## src/rtl/tlul_pkg.sv

```systemverilog
// Shared TL-UL definitions: field widths, opcodes, packed bus layouts and the
// response-state encoding used by the register adapter.
package tlul_pkg;

  localparam int unsigned AW  = 32;
  localparam int unsigned DW  = 32;
  localparam int unsigned AIW = 8;
  localparam int unsigned DIW = 1;
  localparam int unsigned DUW = 16;
  localparam int unsigned DBW = DW / 8;
  localparam int unsigned SZW = 2;

  localparam logic [2:0] PutFullData    = 3'h0;
  localparam logic [2:0] PutPartialData = 3'h1;
  localparam logic [2:0] Get            = 3'h4;
  localparam logic [2:0] AccessAck      = 3'h0;
  localparam logic [2:0] AccessAckData  = 3'h1;

  localparam int unsigned H2D_W = 102;
  localparam int unsigned D2H_W = 68;

  // LSB offsets of each field inside the packed buses
  localparam int unsigned H2D_A_VALID   = 101;
  localparam int unsigned H2D_A_OPCODE  = 98;
  localparam int unsigned H2D_A_PARAM   = 95;
  localparam int unsigned H2D_A_SIZE    = 93;
  localparam int unsigned H2D_A_SOURCE  = 85;
  localparam int unsigned H2D_A_ADDRESS = 53;
  localparam int unsigned H2D_A_MASK    = 49;
  localparam int unsigned H2D_A_DATA    = 17;
  localparam int unsigned H2D_A_USER    = 1;
  localparam int unsigned H2D_D_READY   = 0;

  localparam int unsigned D2H_D_VALID   = 67;
  localparam int unsigned D2H_D_OPCODE  = 64;
  localparam int unsigned D2H_D_PARAM   = 61;
  localparam int unsigned D2H_D_SIZE    = 59;
  localparam int unsigned D2H_D_SOURCE  = 51;
  localparam int unsigned D2H_D_SINK    = 50;
  localparam int unsigned D2H_D_DATA    = 18;
  localparam int unsigned D2H_D_USER    = 2;
  localparam int unsigned D2H_D_ERROR   = 1;
  localparam int unsigned D2H_A_READY   = 0;

  typedef struct packed {
    logic             a_valid;
    logic [2:0]       a_opcode;
    logic [2:0]       a_param;
    logic [SZW-1:0]   a_size;
    logic [AIW-1:0]   a_source;
    logic [AW-1:0]    a_address;
    logic [DBW-1:0]   a_mask;
    logic [DW-1:0]    a_data;
    logic [DUW-1:0]   a_user;
    logic             d_ready;
  } tl_h2d_t;

  typedef struct packed {
    logic             d_valid;
    logic [2:0]       d_opcode;
    logic [2:0]       d_param;
    logic [SZW-1:0]   d_size;
    logic [AIW-1:0]   d_source;
    logic [DIW-1:0]   d_sink;
    logic [DW-1:0]    d_data;
    logic [DUW-1:0]   d_user;
    logic             d_error;
    logic             a_ready;
  } tl_d2h_t;

  typedef enum logic {
    ST_IDLE = 1'b0,
    ST_RESP = 1'b1
  } rsp_state_e;

endpackage

```

## src/rtl/tlul_reg_adapter_if.sv

```systemverilog
// Device-side TL-UL bus pair: host-to-device request and device-to-host response.
interface tlul_reg_adapter_if;
  import tlul_pkg::*;

  tl_h2d_t tl_h2d;
  tl_d2h_t tl_d2h;

  modport master (output tl_h2d, input tl_d2h);
  modport slave  (input tl_h2d, output tl_d2h);

endinterface

```

## src/rtl/tlul_reg_adapter.sv

```systemverilog
// TL-UL endpoint turning each A request into a one-cycle register strobe and
// returning one registered D response; at most one response outstanding.
module tlul_reg_adapter
  import tlul_pkg::*;
#(
  parameter int unsigned RegAw = 8,
  parameter int unsigned RegDw = 32
) (
  input  logic                 clk_i,
  input  logic                 rst_i,
  tlul_reg_adapter_if.slave    tl,
  output logic                 re_o,
  output logic                 we_o,
  output logic [RegAw-1:0]     addr_o,
  output logic [RegDw-1:0]     wdata_o,
  output logic [3:0]           be_o,
  input  logic [RegDw-1:0]     rdata_i,
  input  logic                 error_i
);

  tl_h2d_t    h2d;
  tl_d2h_t    d2h;
  rsp_state_e state_q, state_d;

  logic a_ready, d_valid, a_fire, d_fire;
  logic is_get, is_put, err_req, rsp_err;

  logic [2:0]       d_opcode_q;
  logic [SZW-1:0]   d_size_q;
  logic [AIW-1:0]   d_source_q;
  logic [DW-1:0]    d_data_q;
  logic             d_error_q;

  logic unused_h2d;

  assign h2d        = tl.tl_h2d;
  assign unused_h2d = ^{h2d.a_param, h2d.a_user};

  always_comb begin
    is_get  = (h2d.a_opcode == Get);
    is_put  = (h2d.a_opcode == PutFullData) || (h2d.a_opcode == PutPartialData);
    err_req = !(is_get || is_put)
            || (h2d.a_address[1:0] != 2'b00)
            || ((h2d.a_address >> RegAw) != '0)
            || (h2d.a_size > 2'd2)
            || ((h2d.a_opcode == PutFullData) && (h2d.a_mask != 4'hF));
    rsp_err = err_req || error_i;
  end

  assign a_fire = h2d.a_valid && a_ready;
  assign d_fire = d_valid && h2d.d_ready;

  // State register
  always_ff @(posedge clk_i) begin
    if (rst_i) state_q <= ST_IDLE;
    else       state_q <= state_d;
  end

  // Next-state logic
  always_comb begin
    state_d = state_q;
    unique case (state_q)
      ST_IDLE: if (a_fire) state_d = ST_RESP;
      ST_RESP: if (d_fire && !a_fire) state_d = ST_IDLE;
      default: state_d = ST_IDLE;
    endcase
  end

  // State outputs: accept a new request whenever the slot is free or being drained
  always_comb begin
    d_valid = (state_q == ST_RESP);
    a_ready = (state_q == ST_IDLE) || h2d.d_ready;
  end

  // Response register; rdata_i only reaches tl_d2h through these flops
  always_ff @(posedge clk_i) begin
    if (rst_i) begin
      d_opcode_q <= '0;
      d_size_q   <= '0;
      d_source_q <= '0;
      d_data_q   <= '0;
      d_error_q  <= 1'b0;
    end else if (a_fire) begin
      d_opcode_q <= is_get ? AccessAckData : AccessAck;
      d_size_q   <= h2d.a_size;
      d_source_q <= h2d.a_source;
      d_error_q  <= rsp_err;
      if (is_get) d_data_q <= rsp_err ? '1 : rdata_i;
      else        d_data_q <= '0;
    end
  end

  always_comb begin
    d2h          = '0;
    d2h.d_valid  = d_valid;
    d2h.d_opcode = d_opcode_q;
    d2h.d_size   = d_size_q;
    d2h.d_source = d_source_q;
    d2h.d_data   = d_data_q;
    d2h.d_error  = d_error_q;
    d2h.a_ready  = a_ready;
  end

  assign tl.tl_d2h = d2h;

  always_comb begin
    re_o    = a_fire && !err_req && is_get;
    we_o    = a_fire && !err_req && is_put;
    addr_o  = {h2d.a_address[RegAw-1:2], 2'b00};
    wdata_o = h2d.a_data;
    be_o    = h2d.a_mask;
  end

endmodule

```

## src/flat_wrapper.sv

```systemverilog
// flat-port wrapper written by rule: the top's interface ports become plain ports
module tlul_reg_adapter_flat import tlul_pkg::*;
#(
  parameter int unsigned RegAw = 8,
  parameter int unsigned RegDw = 32
)
  (clk_i, rst_i, re_o, we_o, addr_o, wdata_o, be_o, rdata_i, error_i, tl_tl_h2d, tl_tl_d2h);
  tlul_reg_adapter_if tl_i ();
  input  logic clk_i;
  input  logic rst_i;
  output logic re_o;
  output logic we_o;
  output logic [RegAw-1:0] addr_o;
  output logic [RegDw-1:0] wdata_o;
  output logic [3:0] be_o;
  input  logic [RegDw-1:0] rdata_i;
  input  logic error_i;
  input wire logic [$bits(tl_i.tl_h2d)-1:0] tl_tl_h2d;
  output wire logic [$bits(tl_i.tl_d2h)-1:0] tl_tl_d2h;
  assign tl_i.tl_h2d = tl_tl_h2d;
  assign tl_tl_d2h = tl_i.tl_d2h;
  tlul_reg_adapter #(.RegAw(RegAw), .RegDw(RegDw)) u_core (.clk_i(clk_i), .rst_i(rst_i), .tl(tl_i), .re_o(re_o), .we_o(we_o), .addr_o(addr_o), .wdata_o(wdata_o), .be_o(be_o), .rdata_i(rdata_i), .error_i(error_i));
endmodule
```

## config.mk

```make
export PLATFORM = sky130hd
export DESIGN_NAME = tlul_reg_adapter_flat
export DESIGN_NICKNAME = d
export VERILOG_FILES = /design/src/rtl/tlul_pkg.sv /design/src/rtl/tlul_reg_adapter_if.sv /design/src/rtl/tlul_reg_adapter.sv /design/src/flat_wrapper.sv
export SDC_FILE = /design/constraint.sdc
export NUM_CORES = 1
export LEC_CHECK = 0
export BUFFER_PORTS_ARGS = -buffer_cell sky130_fd_sc_hd__buf_2
export CORE_AREA = 2 2 97 99
export DETAILED_ROUTE_END_ITERATION = 7
export DIE_AREA = 0 0 99 101
export GPL_TIMING_DRIVEN = 0
export HOLD_SLACK_MARGIN = 0.03
export PLACE_DENSITY = 0.65
export SLEW_MARGIN = 20
export SYNTH_ARGS = -nofsm -noshare
export SYNTH_HDL_FRONTEND = slang
export SYNTH_SLANG_ARGS = --single-unit
```

## constraint.sdc

```tcl
create_clock -name clk_i -period 2 [get_ports clk_i]
set_clock_uncertainty 0.05 [all_clocks]
set_input_delay 0 -clock clk_i [delete_from_list [all_inputs] [get_ports clk_i]]
set_output_delay 0 -clock clk_i [all_outputs]
set_load 0.01 [all_outputs]
```

# ---- Word-level counts from Yosys, hierarchy flattened
# Cells that the tools add are included.
dict set report classes {
  add_sub_neg 0
  multipliers 0
  div 0
  order_cmp 1
  n_eq_ne 3
  shift 0
  mux 6
  bitwise 1
  n_reduce_logical 21
}
# operator n
set ops {}
lappend ops {{two-way mux 32 bit} 2}
lappend ops {{nonzero test 32 bit} 1}
lappend ops {{logical OR 1 bit} 8}
lappend ops {{logical AND 1 bit} 7}
lappend ops {{inequality test 4 bit (second input constant)} 1}
lappend ops {{== test 3 x 1 -> 1 bit (second input constant)} 1}
lappend ops {{== test 3 bit (second input constant)} 1}
lappend ops {{zero test 1 bit} 3}
lappend ops {{zero test 3 bit} 1}
lappend ops {{two-way mux 1 bit} 3}
lappend ops {{greater-than comparator 2 bit (second input constant)} 1}
lappend ops {{case mux 1 bit (2 select lines)} 1}
lappend ops {{nonzero test 2 bit} 1}
lappend ops {{inverter 1 bit} 1}
dict set report totals {
  regBits 47
  latch_bits 0
  mem_bits_rw 0
  mem_bits_ro 0
  input_bits 137
  out_inout_bits 114
  elab_cells 38
  n_memories 0
}

# ---- Longest topological paths before layout
# Gate-level depths: netlist of the first run.
dict set report depth {
  depth_word 11
  ltp_mapped 5
  depth_no_buf 4
}

# ---- Worst setup path after synthesis of the first run
# No wires, ideal clock.
dict set report synth_path {
  path_type {in2reg}
  startpoint {input tl_tl_h2d[54]}
  endpoint {register u_core.d_error_q}
  setup_time_ns 0.120
  arrival_time_ns 1.466
  t_required_ns 1.830
  slack_ns 0.364
  cell_stages 4
  path_buffers 0
  cell_sequence {or4_1 > a211o_1 > or3_4 > o31a_1}
}
dict set report synth_via {
  elab_chain_cells 6
}
# element line_no
set synth_lines {}
lappend synth_lines {{start, declared} flat_wrapper.sv:18} ;# input wire logic [$bits(tl_i.tl_h2d)-1:0] tl_tl_h2d;
lappend synth_lines {{nonzero test 2 bit} tlul_reg_adapter.sv:43} ;# || (h2d.a_address[1:0] != 2'b00)
lappend synth_lines {{logical OR 1 bit} tlul_reg_adapter.sv:43}
lappend synth_lines {{logical OR 1 bit} tlul_reg_adapter.sv:44} ;# || ((h2d.a_address >> RegAw) != '0)
lappend synth_lines {{logical OR 1 bit} tlul_reg_adapter.sv:45} ;# || (h2d.a_size > 2'd2)
lappend synth_lines {{logical OR 1 bit} tlul_reg_adapter.sv:46} ;# || ((h2d.a_opcode == PutFullData) && (h2d.a_mask != 4'hF));
lappend synth_lines {{logical OR 1 bit} tlul_reg_adapter.sv:47} ;# rsp_err = err_req || error_i;
lappend synth_lines {{end signal, assigned} tlul_reg_adapter.sv:87} ;# d_error_q <= rsp_err;
lappend synth_lines {{end, declared} tlul_reg_adapter.sv:32} ;# logic d_error_q;
# No other way between the ends.
# A chain may end at the register's enable or synchronous reset.

# ---- Final worst setup path of the first run
dict set report layout_path {
  startpoint {input tl_tl_h2d[54]}
  endpoint {output we_o}
}
dict set report layout_via {
  elab_chain_cells 8
}
# element line_no
set layout_lines {}
lappend layout_lines {{nonzero test 2 bit} tlul_reg_adapter.sv:43}
lappend layout_lines {{logical OR 1 bit} tlul_reg_adapter.sv:43}
lappend layout_lines {{logical OR 1 bit} tlul_reg_adapter.sv:44}
lappend layout_lines {{logical OR 1 bit} tlul_reg_adapter.sv:45}
lappend layout_lines {{logical OR 1 bit} tlul_reg_adapter.sv:46}
lappend layout_lines {{zero test 1 bit} tlul_reg_adapter.sv:108} ;# we_o = a_fire && !err_req && is_put;
lappend layout_lines {{logical AND 1 bit (2 in a row)} tlul_reg_adapter.sv:108}
lappend layout_lines {{end, declared} flat_wrapper.sv:12} ;# output logic we_o;
# No other way between the ends.

==> metrics.md, run 1 <==
| Metric | Value |
|---|---|
| Core area | `between 0.008 and 0.009 sq mm` |
| # clock sinks | `45` |
| WP data arrival | `around 1800 ps` |
| Root Driver | `clkbuf_8` |
| Period Utilization, post-route | `approximately 90%` |
| Worst-Skew Late Latency | `290 ps` |
| Crit end category | `primary output` |
| FMAX | `547 MHz` |
| Post-synth cell types | `24` |
| Multi-input gate area | `0.00108 sq mm` |
| Vias in the first global route | `~2,600` |
| Crit-path cells | `buf_2 > or4_1 > a211o_1 > or3_4 > nor4_2 > buf_2` |
| Syn_area_per_cell | `between 7 and 8 sq um` |
| Area fraction of the dominant cell type after synthesis | `36.1%` |
| Leak | `approximately 0.002 uW` |
| Met3 Usage GRT | `around 3.1%` |
| Die area | `about 0.010 sq mm` |
| Result of the run | `finished clean` |
| Synth Instances | `325` |
| Synth area leaders | `dfxtp_1 (36%), buf_4 (21%), nor4b_1 (11%)` |
| Register bit total from synthesis | `45` |
| Post-DP HPWL | `6180 um` |
| Hold Path Class | `input pin to flop` |
| WL final | `roughly 8000 um` |
| Finished Layout Cells | `between 600 and 700` |
| CP Launch Type | `input pin` |
| Worst-path fanout max | `6` |
| Fin util | `44.0%` |
| Final Hold Slack | `32.3 ps` |
| PwrDens | `541 mW/mm^2` |
| Fin nets | `slightly below 700` |
| Die Wd | `a little under 100 um` |
| Share of cells above drive strength 1 | `between 40% and 50%` |
| Maximum vdd drop | `between 200 and 300 uV` |
| Setup violations, final | `0` |
| H-Tree Level Count | `2` |
| Final Hold Viols | `0` |
| Port Buffers | `~170` |
| Crit-path slowest cell | `or4_1` |
| CTS tree | `built` |
| Placed Cells | `approximately 630` |
| Longest Clk Path Bufs | `2` |
| Area taken by flip-flops and latches | `~900 sq um` |
| Clk slew on worst S/H paths | `roughly 90 ps` |
| Grt ovf | `0` |
| # DRC | `0` |
| First-pass iteration count of the detailed router | `4` |
| Crit Path Class | `input pin to primary output` |
| Routability cong. | `a little over 0.7` |
| Fill cell count | `938` |
| M2 GR Usage | `a little over a quarter` |
| Total power | `2140 uW` |
| Max Cap Viol | `0` |
| First-pass GRT wire length | `roughly 12,000 um` |
| Post-synthesis cell area | `between 0.002 and 0.0025 sq mm` |
| Vias per Instance | `around 4.4` |
| Final critical path time including I/O delays and setup | `approximately 1800 ps` |
| Initial antenna violation count | `0` |
| ANT cells | `0` |
| CP max stage delay | `between 500 and 600 ps` |
| I/O pins | `251` |
| RSZ-0062 raised after global routing | `no` |
| Chip height | `101 um` |
| Area grow syn2layout | `58.3%` |
| Worst path required time | `between 1500 and 2000 ps` |
| Initial Utilization | `around 28%` |
| GRT met1 Usage | `18.6%` |
| Largest net degree at the start of global routing | `14` |
| Most used cell, CP | `buf_2` |
| Max-slew violations | `0` |
| Iteration-0 DRC Markers | `60` |
| Clock buffer count from CTS | `5` |
| GR peak layer | `met2` |
| WL/cell | `about 12 um` |
| Syn. warnings | `0` |
| Post-DRT Antenna Nets | `0` |
| Sequential share of the synthesized area | `between 30 and 40%` |
| Via count | `2,886` |
| Row cnt | `35` |
| Post-synth top area cell | `dfxtp_1` |
| GRT Total Usage | `about 15%` |
| Setup TNS | `0 ps` |
stage by stage:
stage	setup WS, ps	cell area [sq um]
final	173	3950
after global routing	40.7	3950
after CTS	59.2	3950
after detailed placement	11.0	3560
after global placement	70.7	3560
after floorplan	364	2580
synth_stat cells:
cell type,number
o21ai_0,20
conb_1,1
nor4_1,4
o31a_1,1
nand2b_1,1
nor4b_1,32
nor4_2,1
a22oi_1,1
and2_1,1
nand3_1,1
inv_1,1
nor3_1,2
a211o_1,1
a21oi_1,14
nand4b_1,1
or4_1,2
or3_4,1
dfxtp_1,45
nand4_1,2
clkbuf_1,22
nor2_1,35
buf_4,69
nand2_1,55
o21ai_1,12
what timing repair did:
| item | in CTS | in global routing |
|---|---|---|
| setup buffers | 0 | 0 |
| endpoints found under the setup margin | 0 | 1 |
| endpoints found under the hold margin | 26 | 0 |
| hold buffers | 27 | 0 |
| gates resized for setup | 0 | 2 |
layer usage:
metal	routed length (um)	share of wire [%]	up-vias
met5	0	0	-
met4	34	0.42	0
met3	612	7.6	4
met2	3980	50	129
met1	3410	42	1303
li1	-	-	1450
sequential cells by signal (all words and copies together), names as in the netlist:
| register | flops |
|---|---|
| u_core.d_size_q | 2 |
| u_core.d_error_q | 1 |
| u_core.d_source_q | 8 |
| u_core.d_valid | 1 |
| u_core.d_opcode_q | 1 |
| u_core.d_data_q | 32 |
cell families (layout without fill, tap and decap cells):
kind of cell	Yosys count	in the layout	share of synthesized area [%]
AO/OA/AOI/OAI	49	49	10.2
flip-flops	45	45	36.1
other	1	24	0.150
AND/OR/NAND/NOR	138	138	29.3
buffers and inverters	92	295	24.2
report_power, final:
| group | switching (uW) | leakage, uW | internal, uW |
|---|---|---|---|
| Combinational | 205 | 0.00154 | 263 |
| Clock | 319 | 0.0000585 | 408 |
| Sequential | 14.6 | 0.000366 | 926 |
| Total | 538 | 0.00197 | 1600 |
worst max-delay path, delay by kind of cell:
| family | cells | cell delay [ps] |
|---|---|---|
| AND/OR/NAND/NOR | 3 | 1130 |
| AO/OA/AOI/OAI | 1 | 390 |
| buffers and inverters | 2 | 260 |
cell usage in the layout (no fill, tap or decap), types with 20 or more instances in the layout:
cell type	synthesis	final
buf_2	0	168
buf_4	69	69
nand2_1	55	55
dfxtp_1	45	45
nor2_1	35	35
nor4b_1	32	32
dlygate4sd3_1	0	27
conb_1	1	24
clkbuf_1	22	22
o21ai_0	20	20
final cells by class:
class	count	share of cell area (%)
tap	111	3.52
sequential	45	22.8
buffer	91	15.2
timing repair buffer	195	28.1
multi-input combinational	211	27.2
clock inverter	1	0.760
inverter	1	0.0951
clock buffer	7	2.19
path summary, 6_finish.rpt:
check / from / depth (start not counted) / slack (ps) / end
worst max-delay path: tl_tl_h2d[54] / 6 / 170 / we_o
worst min-delay path: rdata_i[15] / 4 / 30 / u_core.d_data_q[15]
worst max register to register: u_core.d_valid / 6 / 210 / u_core.d_source_q[0]
worst min register to register: u_core.d_data_q[0] / 2 / 400 / u_core.d_data_q[0]
Note: power is estimated with default switching activity, not from simulation.
==> run 2, diff against run 1 <==
Clock period 2 ns to 1.8 ns, I/O delays scaled along.
==> run 2 against run 1 <==
Via count is 1.1% lower. Final cell count increased by 0.15%. Combinational power grew 13%. First-iteration DRC count is 22% lower. Power rose by 11%. Sequential cell count did not move. Clock-buffer cell count did not move. Routed wire length increased by 1.3%. Global-route usage rose by 0.058 points. Clock power rose by 11%. Highest routed layer unchanged. Die area unchanged. Design area grew 3.4%.
==> metrics.md, run 2 (synthesized netlist as in run 1, its figures left out) <==
| Metric | Value |
|---|---|
| Setup violations, final | `0 (unchanged)` |
| # DRC | `0 (unchanged)` |
| WL final | `8130 um (was 8030 um)` |
| P_int | `1780 uW (was 1600 uW)` |
| Critical path startpoint | `tl_tl_h2d[99] (was tl_tl_h2d[54])` |
| Flop-to-flop setup slack | `190 ps (was 210 ps)` |
| Share of cells above drive strength 1 | `49.3% (was 44.8%)` |
| Met3 Usage GRT | `3.05% (unchanged)` |
| RSZ-0062 raised after global routing | `yes (was no)` |
| # clock sinks | `45 (unchanged)` |
| Placed cell area | `0.00356 sq mm (unchanged)` |
| M2 GR Usage | `26.3% (was 26.1%)` |
| GRT Total Usage | `14.8% (about the same)` |
| Commonest non-fill, non-tap cell in the layout | `buf_2 (unchanged)` |
| Vias per Instance | `4.31 (was 4.36)` |
| Maximum vdd drop | `290 uV (was 263 uV)` |
| Clock buffer count from CTS | `5 (unchanged)` |
| Via count | `2,855 (was 2,886)` |
| CP Launch Type | `input pin (unchanged)` |
| Crit end category | `primary output (unchanged)` |
| Vias in the first global route | `2,562 (was 2,553)` |
| First-pass iteration count of the detailed router | `4 (unchanged)` |
| Most frequent cells in the layout | `buf_2 (168), buf_4 (70), nand2_1 (55) (was buf_2 (168), buf_4 (69), nand2_1 (55))` |
| Largest regs | `u_core.d_data_q x32, u_core.d_source_q x8, u_core.d_size_q x2 (unchanged)` |
| Routability cong. | `0.719 (unchanged)` |
| Max Cap Viol | `0 (unchanged)` |
| R2r startpoint | `u_core.d_valid (unchanged)` |
| Final Hold Viols | `0 (unchanged)` |
| Seq pwr share | `43.9% (was 44.1%)` |
| Most used cell, CP | `buf_2 (unchanged)` |
| Row cnt | `35 (unchanged)` |
| Core area | `0.00898 sq mm (unchanged)` |
| I/O pins | `251 (unchanged)` |
| Initial antenna violation count | `0 (unchanged)` |
| Worst-Margin Slew | `about 630 ps` |
| Net Switching | `602 uW (was 538 uW)` |
| Combinational Power Share | `22.2% (was 21.9%)` |
| Die area | `0.0100 sq mm (unchanged)` |
| Hold path start | `rdata_i[15] (unchanged)` |
| GRT met1 Usage | `18.6% (unchanged)` |
| Result of the run | `finished clean (unchanged)` |
| Post-DRT Antenna Nets | `0 (unchanged)` |
| Max-slew violations | `0 (unchanged)` |
| FMAX | `between 500 and 600 MHz` |
| WP data arrival | `1700 ps (was 1780 ps)` |
| Port Buffers | `168 (unchanged)` |
| Worst path required time | `1750 ps (was 1950 ps)` |
| Chip height | `101 um (unchanged)` |
| Biggest register | `u_core.d_data_q (unchanged)` |
| Setup slack after layout | `46.9 ps (was 173 ps)` |
| Slew Limit Headroom | `between 50 and 60%` |
| Worst-Skew Late Latency | `290 ps (about the same)` |
| Area grow syn2layout | `63.6% (was 58.3%)` |
| Hold Path Class | `input pin to flop (unchanged)` |
| Final Hold Slack | `32.0 ps (was 32.3 ps)` |
| Largest net degree at the start of global routing | `14 (unchanged)` |
| Clock network power share | `33.9% (was 34.0%)` |
| First-pass GRT wire length | `12,000 um (about the same)` |
| Grt ovf | `0 (unchanged)` |
| GR peak layer | `met2 (unchanged)` |
| CP max stage delay | `540 ps (was 520 ps)` |
| Fill cell count | `919 (was 938)` |
| Crit-path slowest cell | `or4_4 (was or4_1)` |
| Worst-path fanout max | `4 (was 6)` |
| PwrDens | `583 mW/mm^2 (was 541 mW/mm^2)` |
| Placed Cells | `627 (unchanged)` |
| Post-DP HPWL | `6180 um (unchanged)` |
| Clk slew on worst S/H paths | `90 ps (about the same)` |
| H-Tree Level Count | `2 (unchanged)` |
| Fin nets | `688 (was 687)` |
| Longest Clk Path Bufs | `2 (unchanged)` |
| Root Driver | `clkbuf_8 (unchanged)` |
| Sw Share | `25.3% (was 25.2%)` |
| Final critical path time including I/O delays and setup | `between 1500 and 2000 ps` |
| Max FFs per register | `32 (unchanged)` |
| Fin area | `0.00408 sq mm (was 0.00395 sq mm)` |
| Die Wd | `99 um (unchanged)` |
| Crit-path cells | `buf_2 > or4_4 > a211o_4 > or3_4 > nor4_4 > buf_2 (was buf_2 > or4_1 > a211o_1 > or3_4 > nor4_2 > buf_2)` |
| WL/cell | `12.3 um (was 12.1 um)` |
| Pre-CTS setup slack | `-189 ps (was 11.0 ps)` |
| Total power | `2380 uW (was 2140 uW)` |
| Iteration-0 DRC Markers | `47 (was 60)` |
| CTS tree | `built (unchanged)` |
| Initial Utilization | `27.8% (unchanged)` |
| ANT cells | `0 (unchanged)` |
| Crit Path Class | `input pin to primary output (unchanged)` |
| Finished Layout Cells | `663 (was 662)` |
| Period Utilization, post-route | `around 97%` |
| Leak | `0.00200 uW (was 0.00197 uW)` |
run 2: timing repair:
| action | 4_1_cts | 5_1_grt |
|---|---|---|
| hold buffers | 27 | 0 |
| pin swaps | 2 | 0 |
| resized for setup | 3 | 31 |
| buffers inserted | 1 | 0 |
| hold endpoints to repair | 26 | 0 |
| endpoints found under the setup margin | 1 | 31 |
run 2: power groups by stage:
stage	Clock, uW	Sequential [uW]	Combinational [uW]
after global placement	0	1070	472
final	807	1050	528
after global routing	878	1050	577
after floorplan	0	1080	260
after detailed placement	0	1070	475
after CTS	835	1050	522
run 2: layout make-up:
class / count / area [sq um] / share of cell area, %
repair buffers: 196 / 1120 / 27.4
clock inverters: 1 / 30.0 / 0.736
plain buffers: 91 / 609 / 14.9
flip-flops and latches: 45 / 901 / 22.1
multi-input cells: 211 / 1190 / 29.3
clock buffers: 7 / 86.3 / 2.11
inverters: 1 / 3.75 / 0.0919
well taps: 111 / 139 / 3.40
run 2: through the flow:
| step | util [%] | setup TNS (ps) |
|---|---|---|
| after detailed placement | 39.7 | -4040 |
| after CTS | 44.3 | 0 |
| final | 45.5 | 0 |
| after global routing | 45.5 | -47.8 |
| after global placement | 39.7 | -3330 |
| after floorplan | - | 0 |
run 2: final timing paths:
path / to / cells after the start
max: we_o / 6
min: u_core.d_data_q[15] / 4
max reg2reg: u_core.d_opcode_q[0] / 5
min reg2reg: u_core.d_data_q[0] / 2
run 2: metal layers:
layer	part of all wire, %	up-vias
met5	0	-
met4	0.52	0
met3	7.3	6
met2	49	124
met1	43	1268
li1	-	1457
run 2: worst max-delay path: cells and delay by family:
family	cells	cell delay (ps)
simple gates	3	1070
compound gates	1	330
buf+inv	2	300
